`src/rtl/debug_host_pkg.sv`:
```
// rtl/debug_host_pkg.sv - shared state encodings and frame constants for the debug host link
package debug_host_pkg;

    localparam int DEBUG_DATA_WIDTH = 8;
    localparam int DATA_BITS        = 8;
    localparam int FRAME_BITS       = 10;

    typedef enum logic [1:0] {
        ST_IDLE    = 2'd0,
        ST_TX      = 2'd1,
        ST_RX_WAIT = 2'd2
    } state_t;

    typedef enum logic [1:0] {
        RX_HUNT  = 2'd0,
        RX_START = 2'd1,
        RX_DATA  = 2'd2,
        RX_STOP  = 2'd3
    } rx_state_t;

endpackage

```
`src/rtl/debug_host_uart_rx.sv`:
```
// rtl/debug_host_uart_rx.sv - 8N1 receiver: synchronizer, mid-bit timing, shifter, stop check
module debug_host_uart_rx
    import debug_host_pkg::*;
#(
    parameter int BAUD_PERIOD = 868
) (
    input  logic                 clk,
    input  logic                 sync_reset,
    input  logic                 arm_i,
    input  logic                 rxd_i,
    output logic                 start_edge_o,
    output logic                 byte_good_o,
    output logic                 byte_bad_o,
    output logic [DATA_BITS-1:0] byte_data_o
);

    localparam int CW = $clog2(BAUD_PERIOD + 1);
    localparam logic [CW-1:0] HALF_M1 = CW'(BAUD_PERIOD / 2 - 1);
    localparam logic [CW-1:0] FULL_M1 = CW'(BAUD_PERIOD - 1);
    localparam int BCW = $clog2(DATA_BITS);

    logic                 sync1_q;
    logic                 sync2_q;
    logic                 prev_q;
    rx_state_t            rx_state_q;
    logic [CW-1:0]        cnt_q;
    logic [BCW-1:0]       bit_q;
    logic [DATA_BITS-1:0] shift_q;
    logic                 stop_tick;

    // Falling edge of the synchronized line while hunting marks a candidate start bit
    assign start_edge_o = arm_i && (rx_state_q == RX_HUNT) && prev_q && !sync2_q;
    assign stop_tick    = arm_i && (rx_state_q == RX_STOP) && (cnt_q == FULL_M1);
    assign byte_good_o  = stop_tick && sync2_q;
    assign byte_bad_o   = stop_tick && !sync2_q;
    assign byte_data_o  = shift_q;

    // Synchronizer plus bit-timing state machine; disarming abandons any partial byte
    always_ff @(posedge clk) begin
        if (sync_reset) begin
            sync1_q    <= 1'b1;
            sync2_q    <= 1'b1;
            prev_q     <= 1'b1;
            rx_state_q <= RX_HUNT;
            cnt_q      <= '0;
            bit_q      <= '0;
            shift_q    <= '0;
        end else begin
            sync1_q <= rxd_i;
            sync2_q <= sync1_q;
            prev_q  <= sync2_q;
            if (!arm_i) begin
                rx_state_q <= RX_HUNT;
                cnt_q      <= '0;
                bit_q      <= '0;
            end else begin
                case (rx_state_q)
                    RX_HUNT: begin
                        if (start_edge_o) begin
                            rx_state_q <= RX_START;
                            cnt_q      <= '0;
                        end
                    end
                    RX_START: begin
                        if (cnt_q == HALF_M1) begin
                            cnt_q      <= '0;
                            bit_q      <= '0;
                            // a start bit that is no longer low at mid-bit was a glitch
                            rx_state_q <= sync2_q ? RX_HUNT : RX_DATA;
                        end else begin
                            cnt_q <= cnt_q + CW'(1);
                        end
                    end
                    RX_DATA: begin
                        if (cnt_q == FULL_M1) begin
                            cnt_q   <= '0;
                            shift_q <= {sync2_q, shift_q[DATA_BITS-1:1]};
                            if (bit_q == BCW'(DATA_BITS - 1)) begin
                                rx_state_q <= RX_STOP;
                            end else begin
                                bit_q <= bit_q + BCW'(1);
                            end
                        end else begin
                            cnt_q <= cnt_q + CW'(1);
                        end
                    end
                    RX_STOP: begin
                        if (cnt_q == FULL_M1) begin
                            cnt_q      <= '0;
                            rx_state_q <= RX_HUNT;
                        end else begin
                            cnt_q <= cnt_q + CW'(1);
                        end
                    end
                    default: rx_state_q <= RX_HUNT;
                endcase
            end
        end
    end

endmodule

```
`src/rtl/debug_host_link.sv`:
```
// rtl/debug_host_link.sv - command byte transmitter with counted, timed response reception
module debug_host_link
    import debug_host_pkg::*;
#(
    parameter int BAUD_PERIOD  = 868,
    parameter int RESP_TIMEOUT = 1000000
) (
    input  logic                        clk,
    input  logic                        sync_reset,
    input  logic                        cmd_valid,
    input  logic [DEBUG_DATA_WIDTH-1:0] cmd_data,
    input  logic [3:0]                  resp_len,
    output logic                        cmd_ready,
    output logic                        TXD,
    input  logic                        RXD,
    output logic                        resp_valid,
    output logic [7:0]                  resp_data,
    output logic                        done_pulse,
    output logic                        timeout_pulse,
    output logic                        frame_err,
    output logic                        busy
);

    localparam int BW  = $clog2(BAUD_PERIOD + 1);
    localparam int TW  = $clog2(RESP_TIMEOUT + 1);
    localparam int FBW = $clog2(FRAME_BITS + 1);
    localparam logic [BW-1:0]  BAUD_M1 = BW'(BAUD_PERIOD - 1);
    localparam logic [TW-1:0]  TO_M1   = TW'(RESP_TIMEOUT - 1);
    localparam logic [FBW-1:0] LAST_BIT = FBW'(FRAME_BITS - 1);

    state_t                state_q;
    logic                  rdy_en_q;
    logic                  txd_q;
    logic [DATA_BITS:0]    frame_q;
    logic [BW-1:0]         baud_q;
    logic [FBW-1:0]        bit_q;
    logic [3:0]            remain_q;
    logic [TW-1:0]         to_q;
    logic                  resp_valid_q;
    logic [7:0]            resp_data_q;
    logic                  done_q;
    logic                  timeout_q;
    logic                  frame_err_q;

    logic                  accept;
    logic                  rx_start;
    logic                  rx_good;
    logic                  rx_bad;
    logic [DATA_BITS-1:0]  rx_data;

    // rdy_en_q keeps cmd_ready low through the reset cycle while the state already reads IDLE
    assign cmd_ready     = rdy_en_q && (state_q == ST_IDLE);
    assign busy          = (state_q != ST_IDLE);
    assign accept        = cmd_valid && cmd_ready;
    assign TXD           = txd_q;
    assign resp_valid    = resp_valid_q;
    assign resp_data     = resp_data_q;
    assign done_pulse    = done_q;
    assign timeout_pulse = timeout_q;
    assign frame_err     = frame_err_q;

    debug_host_uart_rx #(
        .BAUD_PERIOD (BAUD_PERIOD)
    ) u_rx (
        .clk          (clk),
        .sync_reset   (sync_reset),
        .arm_i        (state_q == ST_RX_WAIT),
        .rxd_i        (RXD),
        .start_edge_o (rx_start),
        .byte_good_o  (rx_good),
        .byte_bad_o   (rx_bad),
        .byte_data_o  (rx_data)
    );

    // Transaction FSM: transmit one framed byte, then collect resp_len bytes or time out
    always_ff @(posedge clk) begin
        if (sync_reset) begin
            state_q      <= ST_IDLE;
            rdy_en_q     <= 1'b0;
            txd_q        <= 1'b1;
            frame_q      <= '1;
            baud_q       <= '0;
            bit_q        <= '0;
            remain_q     <= '0;
            to_q         <= '0;
            resp_valid_q <= 1'b0;
            resp_data_q  <= '0;
            done_q       <= 1'b0;
            timeout_q    <= 1'b0;
            frame_err_q  <= 1'b0;
        end else begin
            rdy_en_q     <= 1'b1;
            resp_valid_q <= 1'b0;
            done_q       <= 1'b0;
            timeout_q    <= 1'b0;
            if (rx_bad) begin
                frame_err_q <= 1'b1;
            end
            case (state_q)
                ST_IDLE: begin
                    if (accept) begin
                        // start bit goes out immediately; frame_q holds data then stop
                        frame_q     <= {1'b1, cmd_data};
                        txd_q       <= 1'b0;
                        baud_q      <= '0;
                        bit_q       <= '0;
                        remain_q    <= resp_len;
                        frame_err_q <= 1'b0;
                        state_q     <= ST_TX;
                    end
                end
                ST_TX: begin
                    if (baud_q == BAUD_M1) begin
                        baud_q <= '0;
                        if (bit_q == LAST_BIT) begin
                            txd_q <= 1'b1;
                            to_q  <= '0;
                            if (remain_q == 4'd0) begin
                                done_q  <= 1'b1;
                                state_q <= ST_IDLE;
                            end else begin
                                state_q <= ST_RX_WAIT;
                            end
                        end else begin
                            bit_q   <= bit_q + FBW'(1);
                            txd_q   <= frame_q[0];
                            frame_q <= {1'b1, frame_q[DATA_BITS:1]};
                        end
                    end else begin
                        baud_q <= baud_q + BW'(1);
                    end
                end
                ST_RX_WAIT: begin
                    if (rx_start) begin
                        to_q <= '0;
                    end else begin
                        to_q <= to_q + TW'(1);
                    end
                    if (rx_good) begin
                        resp_valid_q <= 1'b1;
                        resp_data_q  <= rx_data;
                        if (remain_q != 4'd0) begin
                            remain_q <= remain_q - 4'd1;
                        end
                        if (remain_q == 4'd1) begin
                            done_q  <= 1'b1;
                            state_q <= ST_IDLE;
                        end
                    end else if (!rx_start && (to_q == TO_M1)) begin
                        // a start edge on the expiry cycle takes priority over the timeout
                        timeout_q <= 1'b1;
                        state_q   <= ST_IDLE;
                    end
                end
                default: state_q <= ST_IDLE;
            endcase
        end
    end

endmodule

```
`config.mk`:
```
export PLATFORM = sky130hd
export DESIGN_NAME = debug_host_link
export DESIGN_NICKNAME = d
export VERILOG_FILES = /design/src/rtl/debug_host_pkg.sv /design/src/rtl/debug_host_uart_rx.sv /design/src/rtl/debug_host_link.sv
export SDC_FILE = /design/constraint.sdc
export NUM_CORES = 1
export LEC_CHECK = 0
export BUFFER_PORTS_ARGS = -buffer_cell sky130_fd_sc_hd__buf_2
export CAP_MARGIN = 20
export CORE_ASPECT_RATIO = 1.5
export CORE_UTILIZATION = 55
export CTS_BUF_LIST = sky130_fd_sc_hd__clkbuf_16
export DETAILED_ROUTE_END_ITERATION = 10
export PLACE_DENSITY_LB_ADDON = 0.05
export SYNTH_ARGS = -nofsm -noshare
export SYNTH_HDL_FRONTEND = slang
export SYNTH_SLANG_ARGS = --single-unit
export TNS_END_PERCENT = 1
```
`constraint.sdc`:
```
create_clock -name clk -period 4.2 [get_ports clk]
set_clock_uncertainty 0.1 [all_clocks]
set_input_delay 0.42 -clock clk [delete_from_list [all_inputs] [get_ports clk]]
set_output_delay 0.42 -clock clk [all_outputs]
set_load 0.01 [all_outputs]
```
==> results.cfg <==
[pwr]
seq_power_share_pct = 43.6
swShare_pct = 28.2
p_clk_share_pct = 38.3
power.share.combinational_pct = 18.1
p_int_mw = 1.54
p_sw_uw = 605
p_leak_nw = 1.73
ir_drop_mv = 0.334
cellPowerDensity_nw_per_um2 = 457

[final_layout]
layout_commonest_cell = dfxtp_1
area_growth_pct = 11.4
layout-drive-gt1-share_pct = 10.4
fillers = 700
fin_nets = 557
num_antenna_cells = 0
layout_common_cells = 88 x dfxtp_1, 65 x nor2_1, 44 x nand2_1
final_core_util_pct = 64.1

[routing]
wl_met2_um = 4460
drtIter0Drc = 146
drt_pre_antenna_iters = 4
met1_length_um = 3900
top_layer_used = met4
wire_per_inst_um = 13.8
routed_via_density = 5.60
routed-wl-met3_um = 183
ant_nets = 0
drc = 0
vias = 3534
drt-total-wl_um = 8720

[worst_hold_path]
hp-class = in -> reg
min_from = RXD

[die]
dieArea_um2 = 8020
io_pins = 31
core_um2 = 7320
die_h_um = 109
initial_core_util_pct = 57.5
die-width_um = 73.5
rows = 38

[clock_tree]
htree_levels = 3
cts_inserted_buffers = 9
cts_root_buf = clkbuf_16
clockBufferDepth = 2
cts_tree = done
clock_latency_ns = 0.34
cts_setup_buffers = 0
cts_sinks = 88
cts_resized = 0
hold_buffers = 0
clkTransAtPathRegs_ns = 0.06

[worst_setup_path]
cp-end-kind = flop
worstSetupPathType = reg -> reg
cp_max_fo = 12
crit_start = state_q[0]$_SDFFE_PP0P_
cp-start-kind = flop
cp.arrival_ns = 3.25
r2r-start = state_q[0]$_SDFFE_PP0P_
cp.required_ns = 4.37

[sta]
fmax_mhz = 325
worst_pin_slew_ns = 0.721
slew_violations = 0
setup_tns_ns = 0
setup_slack_ns = 1.12
fin_crit_ns = 3.08
timing.final.crit_share_pct = 73.3
grt_setup_unrepaired = no
relSlewSlack_pct = 51.7
hold_viol = 0
setup_violations = 0

[place]
place.gp.congestion = 0.838
dp.final_hpwl_um = 6220
port_buffers = 30
dp_slack_ns = 1.12

[global_route]
antenna_found_initial = 0
grt_use_total_pct = 23.1
grt_pass1_wl_um = 14300
grt_start_max_net_pins = 43
gr-total-overflow = 0
grt_pass1_vias = 3202

[yosys]
async_flop_share_pct = 0
synth_edf_count = 0
ys_ff_latch = 88
synth_warnings = 0
synth_top_flop_cell = dfxtp_1
synth_compound_area_share_pct = 13.4
synthesis.area_um2 = 4210
yosys.area_share.adder_pct = 4.16
synth_xor_area_share_pct = 5.61
synth_top_family_by_area = simple AND/OR/NAND/NOR gates
postSynthAreaPerCell_um2 = 8.31
syn_nets = 537
synthDistinctLibCells = 55
syn_inst = 507
synth.area.mux_share_pct = 2.64
synth-simple-area-share_pct = 28.0
ys_seq_area_share_pct = 41.8

[outcome]
status = finished clean

[run]
cap_violations = 0
==> power by group through the flow <==
stage          registers, mW  logic, mW  clock network (mW)
2_1_floorplan          0.943      0.304                   0
3_3_place_gp           0.950      0.381                   0
3_5_place_dp           0.952      0.388                   0
4_1_cts                0.935      0.392               0.836
5_1_grt                0.943      0.438               0.871
6_report               0.934      0.388               0.820
==> flip-flops by register name, indices dropped and copies added, names as in the netlist, named ones only <==
| name | count |
|---|---|
| to_q | 20 |
| baud_q | 10 |
| u_rx.cnt_q | 10 |
| frame_q | 8 |
| resp_data | 8 |
| u_rx.byte_data_o | 8 |
| bit_q | 4 |
| remain_q | 4 |
| u_rx.bit_q | 3 |
| state_q | 2 |
| TXD | 1 |
| done_pulse | 1 |
| frame_err | 1 |
| rdy_en_q | 1 |
| resp_valid | 1 |
| timeout_pulse | 1 |
| u_rx.prev_q | 1 |
| u_rx.rx_state_q | 1 |
| u_rx.sync1_q | 1 |
| u_rx.sync2_q | 1 |
==> cells in the mapped netlist, types with 3 or more instances <==
master     instances  area share, %
dfxtp_1           88             42
nand4_1           13            1.9
clkbuf_1          17            1.5
nor2_1            65            5.8
o21ai_0           25            3.0
xnor2_1           10            2.1
and3_1             6           0.89
inv_1             19            1.7
xor2_1            17            3.5
nor3_1            12            1.4
mux2i_1           10            2.4
or2_2              3           0.45
and4_1             7            1.5
or3_1             12            1.8
nor4_1             5           0.74
and2_1             8            1.2
a21o_1             3           0.53
a2111oi_0          6            1.2
buf_4              3           0.53
ha_1              14            4.2
nand3_1           27            3.2
nand2b_1           3           0.45
nand2_1           44            3.9
nor2b_1           12            1.8
a21oi_1           41            4.9
==> layout make-up <==
class                      count  area, µm²  area share, %
multi-input combinational    377       2270           48.3
sequential                    88       1760           37.5
clock buffer                   9        225           4.80
timing repair buffer          32        165           3.52
tap                          100        125           2.67
clock inverter                 6       77.6           1.65
inverter                      19       71.3           1.52
==> metrics by stage <==
| step | instance area [µm²] | total power, mW | std cells | hold slack (ns) |
|---|---|---|---|---|
| CTS | 4690 | 2.16 | 631 | 0.157 |
| floorplan | 4210 | 1.25 | 507 | 0.289 |
| global placement | 4390 | 1.33 | 616 | 0.292 |
| global route | 4690 | 2.25 | 631 | 0.157 |
| detailed placement | 4390 | 1.34 | 616 | 0.295 |
| finish | 4690 | 2.14 | 631 | 0.160 |
==> worst max-delay path, cell delays in order, from the launching register on <==
cell,delay [ns]
dfxtp_1,0.32
inv_1,0.08
ha_1,0.36
and4_1,0.49
or4b_1,0.67
a2bb2oi_2,0.22
or2_4,0.27
or3_1,0.35
a21oi_1,0.13
==> path summary, 6_finish.rpt <==
path,endpoint,slack [ns],cells after the start
max,remain_q[0]$_SDFFE_PP0P_,1.12,8
min,u_rx.sync1_q$_SDFF_PP1_,0.16,2
max reg2reg,remain_q[0]$_SDFFE_PP0P_,1.12,8
min reg2reg,u_rx.sync2_q$_SDFF_PP1_,0.31,1
==> metal layers <==
layer / global-route usage [%] / vias up
li1: - / 1823
met1: 26.6 / 1650
met2: 40.8 / 50
met3: 5.08 / 11
met4: 9.20 / 0
met5: 0 / -
==> cells by family after synthesis <==
| group | count (synthesis) |
|---|---|
| DFF | 88 |
| xor gates and xnor gates | 27 |
| adders and majority gates | 14 |
| and+or+nand+nor | 231 |
| buffers and inverters | 42 |
| muxes | 11 |
| AOI/OAI and AO/OA | 94 |
(Power assumes the default switching activity.)
